===== src/rtl/pooling_window_feeder_if.sv =====
// Stream interface between the pixel source, the window feeder and the max cell.
// The feeder takes the slave view; the pixel source / bench takes the master view.
interface pooling_window_feeder_if #(
  parameter int DATA_WIDTH = 32
);
  logic                  in_valid;
  logic [DATA_WIDTH-1:0] in_data;
  logic                  in_ready;
  logic                  out_valid;
  logic [DATA_WIDTH-1:0] out_data;
  logic                  out_first;
  logic                  out_last;
  logic                  frame_done;

  modport master (
    output in_valid, in_data,
    input  in_ready, out_valid, out_data, out_first, out_last, frame_done
  );

  modport slave (
    input  in_valid, in_data,
    output in_ready, out_valid, out_data, out_first, out_last, frame_done
  );
endinterface


===== src/rtl/pooling_window_feeder.sv =====
// Reorders a row-major feature-map stream into 2x2 stride-2 pooling windows,
// one element per cycle, with window first/last and end-of-frame markers.
//
// state | meaning
// FILL  | even row: pixels go into the line buffer
// ODD0  | odd row, even column: pixel goes to hold (bottom-left)
// ODD1  | odd row, odd column: pixel goes to cur (bottom-right), window starts
// EMIT  | four window elements presented, input stalled
module pooling_window_feeder #(
  parameter int DATA_WIDTH = 32,
  parameter int FM_WIDTH   = 8,
  parameter int FM_HEIGHT  = 8
) (
  input logic                    clk,
  input logic                    rst_n,
  pooling_window_feeder_if.slave bus
);

  localparam int COL_W = $clog2(FM_WIDTH);
  localparam int ROW_W = $clog2(FM_HEIGHT);
  localparam logic [COL_W-1:0] COL_LAST = COL_W'(FM_WIDTH - 1);
  localparam logic [ROW_W-1:0] ROW_LAST = ROW_W'(FM_HEIGHT - 1);

  typedef enum logic [1:0] {FILL, ODD0, ODD1, EMIT} state_t;

  state_t                state, state_next;
  logic [COL_W-1:0]      col;
  logic [ROW_W-1:0]      row;
  logic [1:0]            k;
  logic [COL_W-1:0]      win_col;
  logic                  last_win;
  logic [DATA_WIDTH-1:0] hold;
  logic [DATA_WIDTH-1:0] cur;
  logic [DATA_WIDTH-1:0] line_buf [FM_WIDTH];
  logic                  accept;

  assign bus.in_ready = (state != EMIT);
  assign accept       = bus.in_valid && bus.in_ready;

  always_ff @(posedge clk or negedge rst_n) begin
    if (!rst_n) state <= FILL;
    else        state <= state_next;
  end

  always_comb begin
    state_next = state;
    case (state)
      FILL: if (accept && col == COL_LAST) state_next = ODD0;
      ODD0: if (accept) state_next = ODD1;
      ODD1: if (accept) state_next = EMIT;
      EMIT: if (k == 2'd3) state_next = (win_col == COL_LAST) ? FILL : ODD0;
      default: state_next = FILL;
    endcase
  end

  always_ff @(posedge clk or negedge rst_n) begin
    if (!rst_n) begin
      col <= '0;
      row <= '0;
    end else if (accept) begin
      if (col == COL_LAST) begin
        col <= '0;
        row <= (row == ROW_LAST) ? '0 : row + ROW_W'(1);
      end else begin
        col <= col + COL_W'(1);
      end
    end
  end

  always_ff @(posedge clk or negedge rst_n) begin
    if (!rst_n) begin
      k        <= '0;
      win_col  <= '0;
      last_win <= 1'b0;
      hold     <= '0;
      cur      <= '0;
    end else begin
      k <= (state == EMIT) ? k + 2'd1 : 2'd0;
      if (state == ODD0 && accept) hold <= bus.in_data;
      if (state == ODD1 && accept) begin
        cur      <= bus.in_data;
        win_col  <= col;
        last_win <= (col == COL_LAST) && (row == ROW_LAST);
      end
    end
  end

  // Line buffer needs no reset: every entry is rewritten before it is read.
  always_ff @(posedge clk) begin
    if (state == FILL && accept) line_buf[col] <= bus.in_data;
  end

  // Outputs are registered one element ahead: the ODD1 accept edge loads
  // element 0, and each EMIT cycle k loads element k+1.
  always_ff @(posedge clk or negedge rst_n) begin
    if (!rst_n) begin
      bus.out_valid  <= 1'b0;
      bus.out_first  <= 1'b0;
      bus.out_last   <= 1'b0;
      bus.frame_done <= 1'b0;
      bus.out_data   <= '0;
    end else begin
      bus.out_valid  <= 1'b0;
      bus.out_first  <= 1'b0;
      bus.out_last   <= 1'b0;
      bus.frame_done <= 1'b0;
      if (state == ODD1 && accept) begin
        bus.out_valid <= 1'b1;
        bus.out_first <= 1'b1;
        bus.out_data  <= line_buf[col - COL_W'(1)];
      end else if (state == EMIT && k != 2'd3) begin
        bus.out_valid <= 1'b1;
        case (k)
          2'd0:    bus.out_data <= line_buf[win_col];
          2'd1:    bus.out_data <= hold;
          default: begin
            bus.out_data   <= cur;
            bus.out_last   <= 1'b1;
            bus.frame_done <= last_win;
          end
        endcase
      end
    end
  end

endmodule


===== src/flat_wrapper.sv =====
// flat-port wrapper written by rule: the top's interface ports become plain ports
module pooling_window_feeder_flat 
#(
  parameter int DATA_WIDTH = 32,
  parameter int FM_WIDTH   = 8,
  parameter int FM_HEIGHT  = 8
)
  (clk, rst_n, bus_in_valid, bus_in_data, bus_in_ready, bus_out_valid, bus_out_data, bus_out_first, bus_out_last, bus_frame_done);
  pooling_window_feeder_if #(.DATA_WIDTH(DATA_WIDTH)) bus_i ();
  input logic clk;
  input logic rst_n;
  input wire logic [$bits(bus_i.in_valid)-1:0] bus_in_valid;
  input wire logic [$bits(bus_i.in_data)-1:0] bus_in_data;
  output wire logic [$bits(bus_i.in_ready)-1:0] bus_in_ready;
  output wire logic [$bits(bus_i.out_valid)-1:0] bus_out_valid;
  output wire logic [$bits(bus_i.out_data)-1:0] bus_out_data;
  output wire logic [$bits(bus_i.out_first)-1:0] bus_out_first;
  output wire logic [$bits(bus_i.out_last)-1:0] bus_out_last;
  output wire logic [$bits(bus_i.frame_done)-1:0] bus_frame_done;
  assign bus_i.in_valid = bus_in_valid;
  assign bus_i.in_data = bus_in_data;
  assign bus_in_ready = bus_i.in_ready;
  assign bus_out_valid = bus_i.out_valid;
  assign bus_out_data = bus_i.out_data;
  assign bus_out_first = bus_i.out_first;
  assign bus_out_last = bus_i.out_last;
  assign bus_frame_done = bus_i.frame_done;
  pooling_window_feeder #(.DATA_WIDTH(DATA_WIDTH), .FM_WIDTH(FM_WIDTH), .FM_HEIGHT(FM_HEIGHT)) u_core (.clk(clk), .rst_n(rst_n), .bus(bus_i));
endmodule

===== config.mk =====
export PLATFORM = sky130hd
export DESIGN_NAME = pooling_window_feeder_flat
export DESIGN_NICKNAME = d
export VERILOG_FILES = /design/src/rtl/pooling_window_feeder_if.sv /design/src/rtl/pooling_window_feeder.sv /design/src/flat_wrapper.sv
export SDC_FILE = /design/constraint.sdc
export NUM_CORES = 1
export LEC_CHECK = 0
export BUFFER_PORTS_ARGS = -buffer_cell sky130_fd_sc_hd__buf_2
export CAP_MARGIN = 30
export CORE_MARGIN = 2
export CORE_UTILIZATION = 49
export CTS_BUF_LIST = sky130_fd_sc_hd__clkbuf_4
export DETAILED_ROUTE_END_ITERATION = 10
export PLACE_DENSITY_LB_ADDON = 0.1
export SLEW_MARGIN = 10
export SYNTH_ARGS = -nofsm -noshare
export SYNTH_HDL_FRONTEND = slang
export SYNTH_SLANG_ARGS = --single-unit

===== constraint.sdc =====
create_clock -name clk -period 6.9 [get_ports clk]
set_clock_uncertainty 0.1 [all_clocks]
set_input_delay 1.38 -clock clk [delete_from_list [all_inputs] [get_ports clk]]
set_output_delay 1.38 -clock clk [all_outputs]
set_load 0.05 [all_outputs]

Yosys cells after proc, flatten, opt, wreduce, memory -nomap -nowiden:

Memory sizes are Yosys's and may differ from the RTL's.
Index checks and enable logic that the tools add are counted.
Widths: inputs -> output; s select.

* memory bits (writable): 256
* memory bits (read-only): 0
* register bits: 114
* memories kept: 1
* latch bits: 0

Memories
* u_core.line_buf: words 8, bits a word 32, read ports 2, clocked after Yosys merged registers in 0, wr ports 1, line pooling_window_feeder.sv:34 `logic [DATA_WIDTH-1:0] line_buf [FM_WIDTH];`

* $add $sub $neg: 4
* reductions and logical operators: 13
* equal/unequal tests: 14
* shift-type cells: 0
* multipliers: 0
* divide/modulo/power cells: 0
* $lt $le $gt $ge: 0
* bitwise operators: 0
* multiplexer cells: 23

Operators by type and width (count)
* $mux 32: 2
* $pmux 32 s2: 1
* $mux 1: 12
* $mux 2: 5
* $eq 3x3->1 const B: 3
* $ne 2x1->1 const B: 4
* $pmux 2 s4: 1
* $logic_and 1x1->1: 7
* $add 3x1->3 const B: 2
* $eq 2x2->1 const B: 3
* $mux 3: 2
* $eq 2x1->1 const B: 2
* $logic_not 2->1: 2
* $ne 2x2->1 const B: 2
* $reduce_and 4->1: 1
* $sub 3x1->3 const B: 1
* $add 2x1->2 const B: 1
* $reduce_and 2->1: 1
* $reduce_bool 2->1: 1
* $reduce_or 2->1: 1

Longest topological paths before layout:

* depth after elaboration: 5
* mapped depth: 10
* depth with buffers taken out: 6

Least setup slack after synthesis:

OpenSTA, ideal clock, no wires.

* kind: input to register
* start point: in bus_in_valid
* end point: mem u_core.line_buf[1][0], enable pin
* path buffers: 1
* slack: 2251 ps
* required time: 6339 ps
* data arrival time: 4087 ps
* library setup time: 461 ps
* stages: 4
* path through: nor2b_1 > clkbuf_1 > nand3_1 > nor3_1

* longest elaborated chain between the ends: 4

RTL lines
* start, declared: line flat_wrapper.sv:12 `input wire logic [$bits(bus_i.in_valid)-1:0] bus_in_valid;`
* $logic_and 1x1->1: line pooling_window_feeder.sv:38 `assign accept = bus.in_valid && bus.in_ready;`
* $logic_and 1x1->1: line pooling_window_feeder.sv:90 `if (state == FILL && accept) line_buf[col] <= bus.in_data;`
* $mux 1: line pooling_window_feeder.sv:90
* $mux 1 (implied by the code): line pooling_window_feeder.sv:90
* end, declared: line pooling_window_feeder.sv:34

No other way between the ends.

Final worst setup path:

* start point: reg u_core.col[0]
* end point: mem u_core.line_buf[1][18], enable pin

RTL lines
* start, declared: line pooling_window_feeder.sv:27 `logic [COL_W-1:0] col;`
* start signal, assigned: line pooling_window_feeder.sv:65 `col <= col + COL_W'(1);`

No word-level cell before the write port.

==> metrics.txt <==
antenna violations before repair 2; Synth top cells by count edfxtp_1, mux2i_1, nand3_1; WL per Instance 22.8 um; TritonCTS clock tree done; max-slew violations 0; R2R Path End u_core.line_buf[1][18]$_DFFE_PP_; Yosys top cell by area edfxtp_1; Max clock buf depth 3; Initial Util 0.501; CTS Buf Count 97; reg-to-reg slack, setup 3500 ps; most common cell in the synthesized netlist edfxtp_1; fmax 294 MHz; dpl cell area 18200 um^2; async set-or-reset flop fraction in the synthesized netlist 0.308; Post-DP HPWL 23900 um; clk slew on worst S/H paths 60 ps; initial DRC count 765; CORE AREA 34700 um^2; number of core rows 68; ys flop type edfxtp_1; drt first pass iters 5; post-CTS sizing 0; Reg2Reg Depth 4; Num Clock Sinks 370; Die Y 192 um; largest net degree at the start of global routing 68; post-route ant nets 0; Synth Instances 1219; drt drc 0; crit path max fanout 67; EDFF count, synth 256; Nets 1366; area delta synth->final 13.3%; Die X 192 um; Static Leak 7.26 nW; Synth top area share 0.442; Startpoint Class flop; worst hold slack 393 ps; setup total negative slack 0 ps; worst hold path class reg2reg; CP required 7170 ps; register area share after synthesis 0.607; Vias/cell 5.96; Slew headroom 0.346; RSZ-0062 raised after global routing false; total vias in the final route 11100; Mapped Avg Cell Area 14.3 um^2; GRT overflow 0; Ports 72; PwrDens 483 nW/um^2; final worst path period need 3400 ps; Hold Vio Cnt, Final 0; first-pass GRT wire length 65600 um; Clock Latency Late Sink 770 ps; Post-CTS Setup Inserts 0; peak supply drop 302 uV; hold_buf cts 0; crit path capture u_core.line_buf[1][18]$_DFFE_PP_; Worst Setup End Kind flop; layout cells sized above 1 0.282; fin area 19700 um^2; Worst Setup SP u_core.col[0]$_DFFE_PN0P_; syn nets 1267; maxcap violations 0; PortBufs 71; Final Cycle Share 0.492; Die Area 37000 um^2; total routed wirelength 42300 um; crit path kind reg2reg; CTS root buf clkbuf_4; Distinct cells, synth 40; #FFs+latches synth 370; Final Wtd Congestion 0.750; Mapped Area 17400 um^2; status finished, final reports clean; Total GRT Usage 0.237; final setup fails 0; YS warnings 0; Reg-to-Reg Start u_core.col[0]$_DFFE_PN0P_; vias in the first global route 11500; Synth area leaders edfxtp_1, dfrtp_1, mux2i_1; measured slew at the worst slew-check pin 981 ps; CP Data Arrival Time 3660 ps; # H-tree levels 3
routing by layer:
metal / vias up / GRT usage / wire length [um]
li1: 5045 / - / -
met1: 5665 / 0.311 / 18600
met2: 300 / 0.397 / 20800
met3: 68 / 0.0484 / 2150
met4: 0 / 0.0731 / 779
met5: - / 0 / 0
area by class of cell:
cell class,instances,area (um^2)
clock inverter,35,328
inverter,8,30.0
clock buffer,147,1100
tap,455,569
fill,2845,15000
antenna,2,5.00
sequential,370,10500
timing repair buffer,101,732
multi-input combinational,740,6370
state kept, by name, indices dropped and copies added, names as in the netlist:
signal                 cells
u_core.last_win            1
u_core.bus.frame_done      1
u_core.col                 3
u_core.bus.out_valid       1
u_core.cur                32
u_core.state               2
u_core.hold               32
u_core.row                 3
u_core.bus.out_first       1
u_core.line_buf          256
u_core.k                   2
u_core.bus.out_last        1
u_core.win_col             3
u_core.bus.out_data       32
metrics by stage:
stage | instances | setup slack, ps | total power, mW | utilization
finish | 1858 | 3500 | 9.51 | 0.567
global route | 1858 | 3310 | 10.1 | 0.567
CTS | 1854 | 3490 | 9.55 | 0.565
detailed placement | 1672 | 2740 | 7.38 | 0.524
global placement | 1666 | 2780 | 7.28 | 0.520
floorplan | 1219 | 2250 | 6.29 | -
worst min-delay path by stage:
stage / from / to / slack (ps) / cells after the start
2_1_floorplan: u_core.last_win$_DFFE_PN0P_ / u_core.last_win$_DFFE_PN0P_ / 340 / 2
3_3_place_gp: u_core.last_win$_DFFE_PN0P_ / u_core.bus.frame_done$_DFF_PN0_ / 380 / 1
3_5_place_dp: u_core.last_win$_DFFE_PN0P_ / u_core.last_win$_DFFE_PN0P_ / 380 / 2
4_1_cts: u_core.last_win$_DFFE_PN0P_ / u_core.last_win$_DFFE_PN0P_ / 390 / 2
5_1_grt: u_core.cur[22]$_DFFE_PN0P_ / u_core.cur[22]$_DFFE_PN0P_ / 400 / 1
6_report: u_core.last_win$_DFFE_PN0P_ / u_core.bus.frame_done$_DFF_PN0_ / 390 / 1
kinds of logic after synthesis:
family	Yosys count	synth area share
DFF	370	0.607
and+or+nand+nor	294	0.0887
muxes	293	0.197
AOI/OAI and AO/OA	138	0.0631
buffers and inverters	109	0.0334
adders and majority gates	13	0.00936
xor gates and xnor gates	2	0.00187
cells in the final DEF, fill, tap and decap left out, types with 6 or more instances in the layout:
cell type,n
edfxtp_1,256
mux2i_1,192
nand3_1,161
clkbuf_4,147
dfrtp_1,110
buf_2,70
mux2_2,69
a211oi_1,55
nor2_1,35
nand2b_1,34
a22oi_1,32
a41oi_1,32
nor3b_1,31
mux4_2,31
buf_4,22
clkinv_1,19
ha_1,10
nand2_1,9
inv_1,7
nor2_4,7
a211oi_2,7
bufinv_16,7
clkinv_2,7
o21ai_0,6
buf_16,6
where the power goes:
part | total [mW] | leakage (nW) | internal (mW) | switching [mW]
clock | 2.14 | 0.837 | 1.24 | 0.900
sequential | 3.00 | 3.65 | 2.78 | 0.221
combinational | 4.37 | 2.78 | 1.67 | 2.70
total | 9.51 | 7.26 | 5.69 | 3.82
worst max-delay path: stages, from the launching register on:
cell and delay [ps]:
dfrtp_2 370, buf_4 700, nand3_1 510, nor3_2 770, buf_4 570
No activity file was read; power rests on OpenSTA's default activity.
